$ cat config.mk
export PLATFORM = sky130hd
export DESIGN_NAME = mul_div_unit
export DESIGN_NICKNAME = d
export VERILOG_FILES = /design/src/rtl/mul_div_unit.sv
export SDC_FILE = /design/constraint.sdc
export NUM_CORES = 1
export LEC_CHECK = 0
export ABC_AREA = 1
export CAP_MARGIN = 15
export CORE_UTILIZATION = 35
export DETAILED_ROUTE_END_ITERATION = 8
export PLACE_DENSITY = 0.61
export SYNTH_ARGS = -nofsm -noshare
export SYNTH_HDL_FRONTEND = slang
export SYNTH_SLANG_ARGS = --single-unit
$ cat constraint.sdc
create_clock -name clk -period 3.2 [get_ports clk]
set_clock_uncertainty 0.1 [all_clocks]
set_input_delay 0.8 -clock clk [delete_from_list [all_inputs] [get_ports clk]]
set_output_delay 0.8 -clock clk [all_outputs]
set_load 0.01 [all_outputs]
$ cat src/rtl/mul_div_unit.sv
// Iterative unsigned multiply/divide unit: shift-add multiply (LSB first) and
// restoring divide (MSB first), one bit per cycle, sitting beside the ALU.
module mul_div_unit #(
   parameter int N = 64
) (
   input  logic         clk,
   input  logic         reset,
   input  logic         start,
   input  logic [1:0]   op,
   input  logic [N-1:0] a,
   input  logic [N-1:0] b,
   output logic         busy,
   output logic         done,
   output logic [N-1:0] result,
   output logic         zero
);

   // state | meaning
   // IDLE  | waiting for start, busy=0 done=0
   // RUN   | one multiplier/quotient bit per edge, busy=1
   // DONE  | result valid, done pulse, new start accepted
   typedef enum logic [1:0] {
      IDLE = 2'd0,
      RUN  = 2'd1,
      DONE = 2'd2
   } state_t;

   localparam int CW = $clog2(N);

   state_t          state_q, state_d;
   logic [CW-1:0]   count_q, count_d;
   logic [1:0]      op_q, op_d;
   logic [N-1:0]    opnd_q, opnd_d;
   logic [2*N-1:0]  acc_q, acc_d;
   logic [N-1:0]    rem_q, rem_d;
   logic [N-1:0]    result_q, result_d;
   logic            zero_q, zero_d;

   logic [N:0]      mul_sum;
   logic [2*N-1:0]  mul_next;
   logic [N:0]      div_shift;
   logic [N:0]      div_diff;
   logic            div_ge;
   logic [N-1:0]    rem_next;
   logic [N-1:0]    quo_next;
   logic [2*N-1:0]  step_acc;
   logic [N-1:0]    fin_result;

   // Multiply: acc = {partial product, remaining multiplier bits}.
   always_comb begin
      mul_sum  = {1'b0, acc_q[2*N-1:N]} + (acc_q[0] ? {1'b0, opnd_q} : {(N+1){1'b0}});
      mul_next = {mul_sum, acc_q[N-1:1]};
   end

   // Divide: the remainder stays below the divisor, so a set borrow bit in the
   // N+1-bit difference means the trial subtraction failed.
   always_comb begin
      div_shift = {rem_q, acc_q[N-1]};
      div_diff  = div_shift - {1'b0, opnd_q};
      div_ge    = ~div_diff[N];
      rem_next  = div_ge ? div_diff[N-1:0] : div_shift[N-1:0];
      quo_next  = {acc_q[N-2:0], div_ge};
   end

   always_comb begin
      step_acc = op_q[1] ? {acc_q[2*N-1:N], quo_next} : mul_next;
      case (op_q)
         2'b00:   fin_result = mul_next[N-1:0];
         2'b01:   fin_result = mul_next[2*N-1:N];
         2'b10:   fin_result = quo_next;
         default: fin_result = rem_next;
      endcase
   end

   always_comb begin
      state_d  = state_q;
      count_d  = count_q;
      op_d     = op_q;
      opnd_d   = opnd_q;
      acc_d    = acc_q;
      rem_d    = rem_q;
      result_d = result_q;
      zero_d   = zero_q;
      case (state_q)
         IDLE, DONE: begin
            state_d = IDLE;
            if (start) begin
               op_d    = op;
               count_d = '0;
               rem_d   = '0;
               if (op[1]) begin
                  opnd_d = b;
                  acc_d  = {{N{1'b0}}, a};
                  if (b == '0) begin
                     // Divide by zero: quotient 0, remainder = dividend.
                     state_d  = DONE;
                     result_d = op[0] ? a : '0;
                     zero_d   = op[0] ? (a == '0) : 1'b1;
                  end else begin
                     state_d = RUN;
                  end
               end else begin
                  opnd_d  = a;
                  acc_d   = {{N{1'b0}}, b};
                  state_d = RUN;
               end
            end
         end
         RUN: begin
            acc_d = step_acc;
            rem_d = rem_next;
            if (count_q == CW'(N-1)) begin
               state_d  = DONE;
               result_d = fin_result;
               zero_d   = (fin_result == '0);
            end else begin
               count_d = count_q + CW'(1);
            end
         end
         default: state_d = IDLE;
      endcase
   end

   always_ff @(posedge clk) begin
      if (reset) begin
         state_q  <= IDLE;
         count_q  <= '0;
         op_q     <= '0;
         opnd_q   <= '0;
         acc_q    <= '0;
         rem_q    <= '0;
         result_q <= '0;
         zero_q   <= 1'b1;
      end else begin
         state_q  <= state_d;
         count_q  <= count_d;
         op_q     <= op_d;
         opnd_q   <= opnd_d;
         acc_q    <= acc_d;
         rem_q    <= rem_d;
         result_q <= result_d;
         zero_q   <= zero_d;
      end
   end

   assign busy   = (state_q == RUN);
   assign done   = (state_q == DONE);
   assign result = result_q;
   assign zero   = zero_q;

endmodule

==> run_results.csv, run 1 <==
group,metric,value,unit
yosys,yosysMostFrequentCell,"nand2_1",
layout,area_growth,57.5,%
yosys,synth_top_cell_by_area,"dfxtp_1",
floorplanning,start_util,35.5,%
clock_network,htree_levels,2,
yosys,avgSynthCellArea,5.75,um^2
sta,worstMarginPinSlew,0.873,ns
global_routing,antenna_found_initial,2,
critical_path,required,3.64,ns
placed_design,place_congestion,1.03,
critical_path,critPathArrivalTime,4.03,ns
layout,num-nets-final,6320,
sta,layout_min_cycle_time,3.59,ns
detailed_routing,postRouteAntennaNets,0,
layout,fin_cells,7142,
sta,grt_setup_unrepaired,"true",
yosys,synthArstFlopShare,0,%
critical_path,cp_num_cells,29,
yosys,syn_nets,5169,
detailed_routing,first_pass_iters,6,
detailed_routing,drcViolationCount,0,
sta,hold_viol_final,0,
placed_design,placed_area,38900,um^2
sta,drv_slew,0,
layout,drive_gt1_share,31.0,%
job,cap_violations,0,
critical_path,endpoint_kind,"register",
critical_path,slowest_delay,0.37,ns
yosys,synth-seq-cells,331,
sta,period_share,112,%
sta,fmax,0.279,GHz
floorplanning,die_w,286,um
clock_network,cts_root_buffer,"clkbuf_16",
power,max-vdd-ir-drop,1180,uV
yosys,yosys_warnings,0,
power,p_per_area,938,nW/um^2
detailed_routing,viasPerCell,5.23,
clock_network,hold_buffers,0,
floorplanning,die-area,81800,um^2
floorplanning,rows,103,
global_routing,grt_start_max_net_pins,145,
floorplanning,ios,200,
global_routing,grt_usage,34.8,%
yosys,synth_edf_count,0,
power,p_leak,21.6,nW
critical_path,slowest_stage,"dfxtp_4",
critical_path,rr_worst_depth,29,
placed_design,hpwl,117000,um
yosys,ys_seq_area_share,23.5,%
yosys,synthTopCellsByCount,"nand2_1, inv_1, nand3_1",
sta,setup_viol,23,
status,status,"finished with violations",
yosys,synth_top_area_share,23.5,%
critical_path,cp_max_fo,16,
layout,utilization,56.0,%
clock_network,cts.sinks,331,
layout,final_area,44500,um^2
yosys,ys_types,50,
critical_path,crit_path_frequent_cell,"nand2_1",
placed_design,dp.cells,6999,
detailed_routing,drtIter0Drc,3948,
floorplanning,core_area,79400,um^2
status,violations,"setup timing",
floorplanning,fp.dieH,286,um
detailed_routing,drt-total-wl,149000,um
placed_design,portBuffers,199,
clock_network,cts_buffer_depth,3,
yosys,synth.area.top_cells,"dfxtp_1, nand2_1, inv_1",
clock_network,insertion_delay,0.60,ns
yosys,synthCells,4905,
clock_network,cts_buffers,44,
clock_network,cts_tree,"built",
global_routing,grt_overflow_total,0,
detailed_routing,vias,37300,
yosys,synth_top_flop_cell,"dfxtp_1",
sta,max_slew_margin,41.6,%
global_routing,grt_pass1_vias,34900,
critical_path,worst-path-buf-inv,8,
critical_path,critical_path_class,"reg2reg",
sta,holdWs,0.367,ns
global_routing,grt_pass1_wl,215000,um
critical_path,critical_path.top_delay_family,"simple AND/OR/NAND/NOR gates",
critical_path,cp-start-kind,"register",
min_path,hold_path_class,"reg2reg",
sta,layout_setup_ws,-0.391,ns
detailed_routing,routedWlPerCell,20.8,um
yosys,synth_area,28200,um^2
clock_network,clkSlewWorstSetupHoldPaths,0.06,ns
min_path,hold_depth,2,
## worst register-to-register path: cells and delay by family (launching register included)
family / cells / cell delay (ns)
buffers and inverters: 8 / 0.84
flip-flops: 1 / 0.37
AO/OA/AOI/OAI: 2 / 0.35
adder cells (fa/ha/maj): 1 / 0.30
AND/OR/NAND/NOR: 18 / 1.57
## worst paths after layout
kind                   start         end  slack, ns
setup / recovery    acc_q[0]        zero      -0.39
hold / removal    result[57]  result[57]       0.37
setup reg to reg    acc_q[0]        zero      -0.39
hold reg to reg   result[57]  result[57]       0.37
## timing repair
item	4_1_cts	5_1_grt
resized for setup	398	410
hold endpoints to repair	0	0
setup endpoints to repair	52	79
setup buffers	34	21
cloned	5	1
pin swaps	67	95
## layer usage
metal / up-vias / global-route usage, % / part of all wire [%]
li1: 18200 / - / -
met4: 0 / 11.6 / 3.6
met5: - / 0 / 0
met2: 1633 / 52.5 / 42
met1: 17300 / 49.0 / 44
met3: 218 / 7.16 / 9.6
## layout by cell type (no fill, tap or decap), types with 16 or more instances in the layout
cell type	n
o22ai_1	75
ha_1	35
nand2_2	150
nand3b_1	29
nor2_1	275
dfxtp_2	20
clkdlybuf4s50_1	196
nor2_2	71
a21oi_2	59
nor4_1	35
nand3_2	56
buf_4	1053
inv_2	85
o21bai_1	17
o21ai_1	29
inv_1	655
xnor2_1	28
mux2i_1	36
ha_4	92
o21ai_0	221
a21oi_4	17
nand2_1	1375
a21oi_1	303
nand4_1	32
buf_6	17
dfxtp_1	308
clkbuf_16	46
buf_12	32
a211oi_1	47
nor3_1	21
nand3_1	346
nand2_4	18
nor2_4	45
a31oi_1	45
o211ai_1	27
o21ai_2	16
## registers in the layout, summed over array words and instances, names as in the netlist
register and cells:
zero 1, count_q 6, state_q 2, result 64
opnd_q 64, op_q 2, rem_q 64, acc_q 128
## where the power goes
group | internal [W] | total [W] | switching (W)
combinational | 0.0142 | 0.0310 | 0.0169
sequential | 0.00465 | 0.00514 | 0.000491
clock | 0.00330 | 0.00552 | 0.00222
total | 0.0221 | 0.0417 | 0.0196
## cell type report
cell class / instances / area [um^2]
antenna: 1 / 2.50
clock buffer: 62 / 1290
clock inverter: 19 / 270
fill: 7940 / 34900
inverter: 745 / 2810
multi-input combinational: 3628 / 21200
sequential: 331 / 6660
tap: 1050 / 1310
timing repair buffer: 1306 / 10900
## kinds of logic (layout without fill, tap and decap cells)
group / after synthesis / count (layout) / synth area share (%)
other: 0 / 1 / 0
flip-flops: 331 / 331 / 23.5
AND/OR/NAND/NOR: 2511 / 2512 / 37.1
AO/OA/AOI/OAI: 897 / 897 / 17.8
XOR/XNOR: 52 / 52 / 1.61
adder cells (fa/ha/maj): 131 / 131 / 5.86
multiplexers: 36 / 36 / 1.28
buffers and inverters: 947 / 2132 / 12.9
## metrics by stage
stage	setup WS [ns]	power, W	TNS (ns)
floorplan	0.0123	0.0183	0
global placement	-0.746	0.0322	-32.08
detailed placement	-0.743	0.0323	-32.66
CTS	-0.342	0.0400	-2.25
global route	-0.609	0.0442	-7.16
finish	-0.391	0.0417	-2.19
Power figures use the tool's default switching activity.
==> run 2, diff against run 1 <==
--- a/config.mk
+++ b/config.mk
@@ -10,6 +10,7 @@
 export CORE_UTILIZATION = 35
 export DETAILED_ROUTE_END_ITERATION = 8
 export PLACE_DENSITY = 0.61
+export SETUP_SLACK_MARGIN = 0.5
 export SYNTH_ARGS = -nofsm -noshare
 export SYNTH_HDL_FRONTEND = slang
 export SYNTH_SLANG_ARGS = --single-unit
==> run 2 against run 1 <==
Effect of this change: the flow still finishes with violations (setup timing); critical path depth is the same; wire length about the same; cell area is 2.3% higher; first-iteration DRC count is 2.6% higher; total power up 4.2%; critical endpoint unchanged; largest cell class unchanged; highest routed layer unchanged.
==> run_results.csv, run 2 (same netlist as run 1, synthesis figures left out) <==
group,metric,value,unit
sta,setup_viol,21,
detailed_routing,routedWlPerCell,20.8,um
layout,registers.top_by_ff_count,"acc_q",
placed_design,place_congestion,1.04,
layout,drive_gt1_share,34.1,%
critical_path,slowest_delay,0.41,ns
global_routing,grt_start_max_net_pins,172,
detailed_routing,drt-total-wl,149000,um
status,violations,"setup timing",
placed_design,hpwl,115000,um
placed_design,placed_area,38900,um^2
power,max-vdd-ir-drop,1290,uV
sta,fmax,0.279,GHz
sta,worstMarginPinSlew,1.27,ns
min_path,hold_path_class,"reg2reg",
sta,period_share,112,%
global_routing,grt_pass1_vias,35000,
layout,final_area,45500,um^2
layout,mostFrequentLayoutCells,"nand2_1, buf_4, inv_1",
sta,layout_setup_ws,-0.384,ns
clock_network,clkSlewWorstSetupHoldPaths,0.06,ns
placed_design,portBuffers,199,
detailed_routing,vias,37900,
detailed_routing,drtIter0Drc,4049,
critical_path,required,3.64,ns
global_routing,grt_pass1_wl,213000,um
layout,final_common_cell,"nand2_1",
floorplanning,core_area,79400,um^2
power,p_total,0.0434,W
clock_network,htree_levels,2,
clock_network,cts_root_buffer,"clkbuf_16",
sta,max_slew_margin,15.2,%
clock_network,insertion_delay,0.61,ns
critical_path,crit_path_frequent_cell,"nand2_1",
sta,grt_setup_unrepaired,"true",
critical_path,endpoint_kind,"register",
critical_path,reg2reg_slack,-0.38,ns
critical_path,cp_max_fo,13,
global_routing,grt_usage,34.5,%
job,cap_violations,0,
floorplanning,rows,103,
clock_network,hold_buffers,0,
floorplanning,start_util,35.5,%
clock_network,cts.sinks,331,
floorplanning,fp.dieH,286,um
floorplanning,die_w,286,um
sta,layout_min_cycle_time,3.58,ns
critical_path,critPathArrivalTime,4.02,ns
critical_path,slowest_stage,"dfxtp_4",
detailed_routing,viasPerCell,5.31,
floorplanning,ios,200,
detailed_routing,postRouteAntennaNets,0,
status,status,"finished with violations",
power,p_per_area,955,nW/um^2
detailed_routing,first_pass_iters,6,
placed_design,dp.cells,6989,
clock_network,cts_buffer_depth,3,
floorplanning,die-area,81800,um^2
layout,fin_cells,7144,
clock_network,cts_buffers,44,
sta,drv_slew,0,
global_routing,antenna_found_initial,2,
global_routing,grt_overflow_total,0,
sta,hold_viol_final,0,
layout,largest_reg_flops,128,
power,p_leak,22.0,nW
clock_network,cts_tree,"built",
critical_path,critical_path_class,"reg2reg",
detailed_routing,drcViolationCount,0,
layout,area_growth,61.2,%
critical_path,cp-start-kind,"register",
layout,num-nets-final,6323,
==> run 2: changes by cell type in the layout (fill, tap and decap cells not counted), sizes merged, moves of 2 or more <==
cell / before / now
clkdlybuf4s50: 196 / 180
bufbuf: 2 / 0
dlygate4sd2: 0 / 7
diode: 1 / 3
clkbuf: 63 / 66
dlymetal6s2s: 0 / 9
==> run 2: worst max-delay path: cells and delay by family, from the launching register on <==
| kind | cells | cell delay [ns] |
|---|---|---|
| buffers and inverters | 9 | 1.01 |
| DFF | 1 | 0.41 |
| adders and majority gates | 1 | 0.24 |
| and+or+nand+nor | 19 | 1.73 |
==> run 2: area by class of cell <==
type                    instances  area [um^2]
fillers                      7718        33900
well taps                    1050         1310
clock buffers                  59         1280
diodes                          3         7.51
clock inverters                19          250
flip-flops and latches        331         6670
repair buffers               1309        11100
inverters                     745         2810
multi-input cells            3628        22100
==> run 2: where the power goes <==
part	switching, W	total, W	internal (W)
clock network	0.00223	0.00545	0.00321
registers	0.000489	0.00514	0.00465
logic	0.0180	0.0329	0.0148
total	0.0208	0.0434	0.0227
==> run 2: what timing repair did <==
action	in CTS	in global routing
pin swaps	102	142
cloned	4	7
setup endpoints to repair	168	176
gates resized for setup	490	594
setup buffers	21	42
==> run 2: routing by layer <==
metal / vias up / track usage [%] / wire, um
li1: 18200 / - / -
met1: 17600 / 49.5 / 65500
met4: 0 / 12.4 / 6020
met5: - / 0 / 0
met2: 1803 / 51.9 / 63200
met3: 251 / 5.01 / 13900
==> run 2: worst paths after layout <==
kind / start / to / cells after the start
max: acc_q[0] / zero / 29
min: result[53] / result[53] / 2
max reg2reg: acc_q[0] / zero / 29
min reg2reg: result[53] / result[53] / 2
==> run 2: stage by stage <==
step | hold slack [ns] | util, % | setup TNS [ns] | worst slack (ns)
after floorplan | 0.345 | - | 0 | 0.247
after global placement | 0.356 | 49.0 | -53.28 | -0.925
after detailed placement | 0.359 | 49.0 | -51.10 | -0.887
after CTS | 0.366 | 53.9 | -1.71 | -0.329
after global routing | 0.386 | 57.3 | -6.32 | -0.578
final | 0.367 | 57.3 | -2.14 | -0.384
